`src/rtl/pcie_sub_pkg.sv`:
```
// rtl/pcie_sub_pkg.sv - shared state type and default widths for the pcie_sub request path
package pcie_sub_pkg;

  typedef enum logic [2:0] {
    IDLE,
    ISSUE,
    WAIT,
    DONE,
    DRAIN
  } ArbState_t;

  localparam int PCIE_ADDR_W = 64;
  localparam int PCIE_DATA_W = 128;

endpackage

```
`src/rtl/pcie_rr_pick.sv`:
```
// rtl/pcie_rr_pick.sv - rotating-priority picker, first set request at or above the pointer
module pcie_rr_pick #(
  parameter  int NUM_REQ = 2,
  localparam int IDX_W   = $clog2(NUM_REQ)
) (
  input  logic [NUM_REQ-1:0] req,
  input  logic [IDX_W-1:0]   ptr,
  output logic               any,
  output logic [IDX_W-1:0]   idx
);

  // scan from lowest to highest priority so the request nearest the pointer is the last writer
  always_comb begin
    any = 1'b0;
    idx = '0;
    for (int k = NUM_REQ - 1; k >= 0; k--) begin
      if (req[(int'(ptr) + k) % NUM_REQ]) begin
        any = 1'b1;
        idx = IDX_W'((int'(ptr) + k) % NUM_REQ);
      end
    end
  end

endmodule

```
`src/rtl/pcie_rq_arbiter.sv`:
```
// rtl/pcie_rq_arbiter.sv - round-robin arbiter sharing the RdRq/WrRq ports between requesters
module pcie_rq_arbiter
  import pcie_sub_pkg::*;
#(
  parameter  int NUM_REQ     = 2,
  parameter  int ADDR_W      = PCIE_ADDR_W,
  parameter  int DATA_W      = PCIE_DATA_W,
  parameter  int TIMEOUT_CYC = 1024,
  localparam int IDX_W       = $clog2(NUM_REQ)
) (
  input  logic                      clk,
  input  logic                      rst,
  input  logic [NUM_REQ-1:0]        ReqValid,
  input  logic [NUM_REQ-1:0]        ReqWr,
  input  logic [NUM_REQ*ADDR_W-1:0] ReqAddr,
  input  logic [NUM_REQ*DATA_W-1:0] ReqWData,
  output logic [NUM_REQ-1:0]        ReqDone,
  output logic                      ReqErr,
  output logic [DATA_W-1:0]         ReqRData,
  output logic                      RdRqValid,
  output logic [ADDR_W-1:0]         RdRqAddr,
  input  logic [DATA_W-1:0]         RdRqData,
  input  logic                      RdRqReady,
  input  logic                      RdRqErr,
  output logic                      WrRqValid,
  output logic [ADDR_W-1:0]         WrRqAddr,
  output logic [DATA_W-1:0]         WrRqData,
  input  logic                      WrRqReady,
  input  logic                      WrRqErr,
  output logic                      Busy,
  output logic [IDX_W-1:0]          GrantId,
  output logic                      TimeoutEvt
);

  localparam logic [31:0] WD_LAST = 32'(TIMEOUT_CYC - 1);

  ArbState_t         state;
  logic              wr_q;
  logic [ADDR_W-1:0] addr_q;
  logic [DATA_W-1:0] wdata_q;
  logic [IDX_W-1:0]  rr_ptr;
  logic [31:0]       wd_cnt;
  logic              pick_any;
  logic [IDX_W-1:0]  pick_idx;
  logic [IDX_W-1:0]  next_ptr;
  logic              match_ready;
  logic              match_err;

  pcie_rr_pick #(.NUM_REQ(NUM_REQ)) u_pick (
    .req (ReqValid),
    .ptr (rr_ptr),
    .any (pick_any),
    .idx (pick_idx)
  );

  // the shared latch registers drive both request ports directly, so they hold through WAIT
  assign RdRqAddr = addr_q;
  assign WrRqAddr = addr_q;
  assign WrRqData = wdata_q;

  // completion is only recognised on the port that matches the granted direction
  always_comb begin
    match_ready = wr_q ? WrRqReady : RdRqReady;
    match_err   = wr_q ? WrRqErr   : RdRqErr;
    next_ptr    = (GrantId == IDX_W'(NUM_REQ - 1)) ? '0 : GrantId + IDX_W'(1);
  end

  // arbitration FSM with registered pulse outputs, watchdog and round-robin pointer
  always_ff @(posedge clk or posedge rst) begin
    if (rst) begin
      state      <= IDLE;
      wr_q       <= 1'b0;
      addr_q     <= '0;
      wdata_q    <= '0;
      rr_ptr     <= '0;
      wd_cnt     <= '0;
      ReqDone    <= '0;
      ReqErr     <= 1'b0;
      ReqRData   <= '0;
      RdRqValid  <= 1'b0;
      WrRqValid  <= 1'b0;
      Busy       <= 1'b0;
      GrantId    <= '0;
      TimeoutEvt <= 1'b0;
    end else begin
      ReqDone    <= '0;
      ReqErr     <= 1'b0;
      RdRqValid  <= 1'b0;
      WrRqValid  <= 1'b0;
      TimeoutEvt <= 1'b0;
      case (state)
        IDLE: begin
          if (pick_any) begin
            GrantId   <= pick_idx;
            wr_q      <= ReqWr[pick_idx];
            addr_q    <= ReqAddr[int'(pick_idx)*ADDR_W +: ADDR_W];
            wdata_q   <= ReqWData[int'(pick_idx)*DATA_W +: DATA_W];
            RdRqValid <= ~ReqWr[pick_idx];
            WrRqValid <= ReqWr[pick_idx];
            Busy      <= 1'b1;
            state     <= ISSUE;
          end
        end
        ISSUE, WAIT: begin
          if (match_ready) begin
            ReqDone[GrantId] <= 1'b1;
            ReqErr           <= match_err;
            ReqRData         <= wr_q ? '0 : RdRqData;
            state            <= DONE;
          end else if (state == ISSUE) begin
            wd_cnt <= '0;
            state  <= WAIT;
          end else if ((TIMEOUT_CYC != 0) && (wd_cnt == WD_LAST)) begin
            ReqDone[GrantId] <= 1'b1;
            ReqErr           <= 1'b1;
            ReqRData         <= '0;
            TimeoutEvt       <= 1'b1;
            state            <= DRAIN;
          end else begin
            wd_cnt <= wd_cnt + 32'd1;
          end
        end
        DONE: begin
          rr_ptr <= next_ptr;
          Busy   <= 1'b0;
          state  <= IDLE;
        end
        DRAIN: begin
          // the late completion belongs to a transaction already reported as failed
          if (match_ready) begin
            rr_ptr <= next_ptr;
            Busy   <= 1'b0;
            state  <= IDLE;
          end
        end
        default: begin
          Busy  <= 1'b0;
          state <= IDLE;
        end
      endcase
    end
  end

endmodule

```
`config.mk`:
```
export PLATFORM = sky130hd
export DESIGN_NAME = pcie_rq_arbiter
export DESIGN_NICKNAME = d
export VERILOG_FILES = /design/src/rtl/pcie_sub_pkg.sv /design/src/rtl/pcie_rr_pick.sv /design/src/rtl/pcie_rq_arbiter.sv
export SDC_FILE = /design/constraint.sdc
export NUM_CORES = 1
export LEC_CHECK = 0
export BUFFER_PORTS_ARGS = -buffer_cell sky130_fd_sc_hd__buf_2
export CAP_MARGIN = 10
export CORE_AREA = 2 2 357 359
export CTS_CLUSTER_DIAMETER = 200
export DETAILED_ROUTE_END_ITERATION = 10
export DIE_AREA = 0 0 359 361
export PLACE_DENSITY = 0.39
export SETUP_SLACK_MARGIN = 0.02
export SLEW_MARGIN = 20
export SYNTH_ARGS = -nofsm -noshare
export SYNTH_HDL_FRONTEND = slang
export SYNTH_SLANG_ARGS = --single-unit
```
`constraint.sdc`:
```
create_clock -name clk -period 10 [get_ports clk]
set_clock_uncertainty 0.05 [all_clocks]
set_input_delay 0.5 -clock clk [delete_from_list [all_inputs] [get_ports clk]]
set_output_delay 0.5 -clock clk [all_outputs]
set_load 0.005 [all_outputs]
```
## After elaboration in Yosys (flattened, before gate mapping)

Index checks and enable logic that the tools add are counted.
Widths: inputs -> output; s select.

- Logic and storage cells: 96
- Output and inout bits: 392
- Register bits: 365
- Input port bits: 522

- Add/sub/neg operators: 3
- Mux-type cells: 47
- Bitwise operators: 4
- Shifts and indexed selects: 2
- Order comparisons: 5
- Equal/unequal tests: 10
- Reductions and logical operators: 11

Operators by type and width:

| kind | count |
|---|---|
| $mux 128 | 4 |
| $shiftx 256x9->128 | 1 |
| $shiftx 128x8->64 | 1 |
| $mux 32 | 2 |
| $add 32x1->32 const B | 1 |
| $eq 32x10->1 const B | 1 |
| $mux 1 | 28 |
| $mux 3 | 5 |
| $reduce_and 3->1 | 4 |
| $pmux 3 s3 | 1 |
| $mux 2 | 4 |
| $ne 2x2->1 const B | 4 |
| $eq 3x2->1 const B | 2 |
| $lt 1x2->1 const B | 3 |
| $ne 4x4->1 const B | 1 |
| $reduce_and 2->1 | 2 |
| $reduce_bool 2->1 | 2 |
| $eq 3x1->1 const B | 1 |
| $eq 3x3->1 const B | 1 |
| $logic_not 3->1 | 1 |
| $lt 2x3->1 const B | 1 |
| $not 1->1 | 3 |
| $pmux 1 s3 | 1 |
| $add 1x1->1 const B | 2 |
| other kinds (6) | 6 |

## Logic depth before layout (Yosys ltp)

- Depth after elaboration: 12
- Mapped depth: 8
- Gate-level depth less buffers: 6

## Cells and area by module

Synthesis repeated with hierarchy kept, for this count alone.

- Cell total of the unflattened synthesis: 1,460
- Area, all modules: 16,138.0 um2

By module, submodules not included:

| module | area each (um2) | cells an instance | seq. area each (um2) | times used |
|---|---|---|---|---|
| pcie_rq_arbiter | 16,120.5 | 1,457 | 9,133.8 | 1 |
| pcie_rr_pick | 17.5 | 3 | 0.0 | 1 |

## Worst setup path before layout

Ideal clock, no wire load.

- Path type: register to register
- Start point: reg wd_cnt[0]
- End point: reg ReqRData[10]
- Required time: 9,829 ps
- Stages on the path, launching flop included: 9
- Path buffers: 2
- Setup slack: 8,060 ps
- Library setup time: 121 ps
- Arrival time: 1,769 ps
- Period minus slack after synthesis: 1,940 ps
- Path through: dfrtp_1 -> ha_1 -> and3_1 -> nand3_2 -> nor4_4 -> o21ai_2 -> buf_2 -> buf_2 -> a22o_1

- Cells in the longest elaborated chain, start to end: 3

Ends and longest elaborated chain:

| what | line | source |
|---|---|---|
| from (decl) | pcie_rq_arbiter.sv:42 | `logic [31:0] wd_cnt;` |
| from (signal assigned) | pcie_rq_arbiter.sv:120 | `wd_cnt <= wd_cnt + 32'd1;` |
| $eq 32x10->1 | pcie_rq_arbiter.sv:113 | `end else if ((TIMEOUT_CYC != 0) && (wd_cnt == WD_LAST)) begin` |
| $reduce_bool 2->1 (no source line) | -- |  |
| $reduce_and 3->1 (no source line) | -- |  |
| to (signal assigned) | pcie_rq_arbiter.sv:108 | `ReqRData <= wr_q ? '0 : RdRqData;` |
| to (decl) | pcie_rq_arbiter.sv:19 | `output logic [DATA_W-1:0] ReqRData,` |

No other way between the ends.
A chain may end at the register's enable or synchronous reset.

## Worst setup path after layout

- Start point: reg state[0]
- End point: reg wdata_q[94] (netlist: WrRqData[94])

- Cells in the longest elaborated chain, start to end: 2

Ends and longest elaborated chain:

| what | line | source |
|---|---|---|
| from (decl) | pcie_rq_arbiter.sv:37 | `ArbState_t state;` |
| from (signal assigned) | pcie_rq_arbiter.sv:71 | `state <= IDLE;` |
| from (signal assigned) | pcie_rq_arbiter.sv:101 | `state <= ISSUE;` |
| from (signal assigned) | pcie_rq_arbiter.sv:109 | `state <= DONE;` |
| $logic_not 3->1 | pcie_rq_arbiter.sv:91 | `case (state)` |
| $reduce_and 2->1 (no source line) | -- |  |
| to (signal assigned) | pcie_rq_arbiter.sv:97 | `wdata_q <= ReqWData[int'(pick_idx)*DATA_W +: DATA_W];` |
| to (decl) | pcie_rq_arbiter.sv:40 | `logic [DATA_W-1:0] wdata_q;` |

No other way between the ends.

==> metrics.csv <==
metric,value,unit
status,finished clean,
rsz0062_at_grt,no,
core,125000,sq um
crit_type,reg -> reg,
worst_pin_slew,1.10,ns
synth_edf_count,0,
crit_slowest_cell,buf_4,
worstHoldStart,RdRqData[92],
clock_path_buffers,3,
reg2reg_slack,6.42,ns
cts-buffers-inserted,47,
drive_above_1_share,0.445,
min_delay_worst_endpoint,ReqRData[92],
wire_per_inst,19.7,um
path_buf_inv,3,
synth.distinct_cells,54,
rr_endpoint,WrRqData[94],
synth_top_area_frac,0.561,
route.detailed.drc,0,
crit_cells,6,
arrival,3.96,ns
layout_min_cycle_time,3.58,ns
cp_top_family,buffers and inverters,
synth_top_cells_by_area,"dfrtp_1 (56%), mux2i_1 (12%), a22o_1 (7.0%)",
pwr-share-clk,0.257,
wl,78.4,mm
power_density,296,nW/um^2
antenna_found_initial,24,
die_area,130000,sq um
holdPathStages,2,
fp.dieH,361,um
ctsHtreeMaxLevel,2,
path_cells,"nor3_1, o21ai_4, buf_4, buf_4, buf_12, o21ai_0",
vdd_drop_max,0.211,mV
drv_cap,0,
ys_seq_area_frac,0.561,
power.switching,2.78,mW
num_vias,14244,
syn_area_per_cell,11.1,sq um
synth_seq_cells,365,
netlist_area,16300,sq um
synthArstFlopShare,1.00,
internal-power,4.28,mW
hold_ws,0.0771,ns
power_frac_comb,0.389,
synth_top_area_cell,dfrtp_1,
track_usage,0.116,
endpoint_kind,flop,
start_util,0.130,
grt_pass1_wl,109,mm
yosys_warnings,0,
critical-path-top-cell-by-count,buf_4,
num_rows,130,
final_antenna_net_count,0,
synthesis.nets,1989,
cp_max_fo,216,
dp_hpwl,62.0,mm
dr.pass1.iters,4,
viasPerCell,3.59,
synthCells,1466,
cp.required,10.38,ns
drv_slew,0,
max_stage_delay,0.73,ns
startpoint,state[0],
ff2ff_path_depth,6,
slew_headroom,0.267,
path_clk_slew,0.06,ns
cts-root-buf,clkbuf_16,
grt_max_degree,217,
drtIter0Drc,917,
grt_pass1_vias,14344,
nFillCells,13976,
p_leak,12.6,nW
crit_path_start_kind,flop,
gp_congestion,0.819,
cts_tree,done,
fin_tns_setup,0,ns
fin_crit_sh,0.358,
hold_viol,0,
cts_resized,0,
overflow,0,
worstReg2RegStart,state[0],
setup_viol,0,
io_pins,914,
clock_sinks,365,
nNetsFinal,2796,
seqPwrFrac,0.354,
syn2layout_area_growth,46.4,%
ys.flop_type,dfrtp_1,
p_sw_frac,0.394,
clk_latency,0.59,ns
port_buffers,913,
hp-class,in -> reg,
fp.dieW,359,um
clock.fmax,0.279,GHz
## kinds of logic (layout without fill, tap and decap cells)
group	Yosys count	in the layout	share of synthesized area
multiplexers	194	194	0.119
AND/OR/NAND/NOR	313	313	0.0897
buffers and inverters	176	1020	0.0611
flip-flops	365	365	0.561
XOR/XNOR	2	2	0.00108
other	0	13	0
adder cells (fa/ha/maj)	1	1	0.000768
AO/OA/AOI/OAI	415	415	0.167
## worst max-delay path by stage
| stage | slack [ns] | to |
|---|---|---|
| floorplan | 4.55 | Busy |
| global placement | 6.52 | RdRqAddr[27] |
| finish | 6.42 | WrRqData[94] |
| global route | 6.10 | RdRqAddr[20] |
| CTS | 6.45 | WrRqData[124] |
| detailed placement | 6.48 | RdRqAddr[24] |
## power by group through the flow
| stage | sequential (mW) | combinational (mW) | clock, mW |
|---|---|---|---|
| 2_1_floorplan | 2.47 | 1.47 | 0 |
| 3_3_place_gp | 2.53 | 2.82 | 0 |
| 3_5_place_dp | 2.53 | 2.84 | 0 |
| 4_1_cts | 2.52 | 2.84 | 1.89 |
| 5_1_grt | 2.59 | 3.07 | 1.94 |
| 6_report | 2.50 | 2.75 | 1.82 |
## layout make-up
type | instances | area [sq um] | area share
flip-flops and latches | 365 | 9130 | 0.383
multi-input cells | 925 | 6200 | 0.260
repair buffers | 930 | 4760 | 0.200
well taps | 1650 | 2060 | 0.0866
clock buffers | 67 | 1410 | 0.0593
clock inverters | 19 | 225 | 0.00944
diodes | 13 | 32.5 | 0.00136
inverters | 4 | 18.8 | 0.000787
## cells in the mapped netlist, drive strengths merged, types with 2 or more instances
master,count
a41oi,7
a211oi,2
a22o,130
buf,124
mux2i,194
nand2b,3
nor2,24
o41ai,2
clkbuf,48
a31oi,23
a2bb2oi,2
and4,7
a21o,7
and2,6
nand4,9
nor3b,2
nand3,16
inv,4
o31ai,10
nand2,215
nor4,9
and3,11
o211ai,2
o21a,4
nor3,4
dfrtp,365
o21ai,212
nor4b,2
a21oi,8
## state kept, by name, summed over array words and instances (netlist names)
signal	count
wr_q	1
WrRqValid	1
ReqDone	2
state	3
GrantId	1
rr_ptr	1
Busy	1
ReqRData	128
RdRqAddr	64
TimeoutEvt	1
ReqErr	1
RdRqValid	1
wd_cnt	32
WrRqData	128
## placed cells by master (no fill, tap or decap), drive strengths merged, types with 9 or more instances in the layout
cell type,synthesis,layout
nand3,16,16
nand4,9,9
a22o,130,130
and3,11,11
dfrtp,365,365
diode,0,13
o21ai,212,212
buf,124,929
clkinv,0,12
nor2,24,24
clkbuf,48,67
nor4,9,9
a31oi,23,23
nand2,215,215
o31ai,10,10
mux2i,194,194
## stage by stage
step                instance area (sq um)  power (mW)  worst slack [ns]  cells  utilization
floorplan                           16300        3.94              4.55   1466            -
global placement                    22200        5.35              6.52   3873        0.177
detailed placement                  22200        5.37              6.48   3873        0.177
CTS                                 23800        7.25              6.45   3960        0.190
global route                        23800        7.60              6.10   3965        0.190
finish                              23800        7.07              6.42   3973        0.190
## metal layers
| layer | wire (um) | GRT usage | vias to the layer above |
|---|---|---|---|
| met5 | 138 | 0 | - |
| met4 | 2490 | 0.0403 | 22 |
| met3 | 6910 | 0.0418 | 107 |
| met2 | 37000 | 0.190 | 597 |
| met1 | 31900 | 0.139 | 6669 |
| li1 | - | - | 6849 |
## worst register-to-register path: stages (launching register included)
cell and delay [ns]:
dfrtp_1 0.58, nor3_1 0.19, o21ai_4 0.08, buf_4 0.58, buf_4 0.81, buf_12 0.46
o21ai_0 0.66
## what timing repair did
action	4_1_cts	5_1_grt
setup buffers	0	0
hold endpoints to repair	12	0
hold buffers	1	0
No activity file was read; power rests on OpenSTA's default activity.
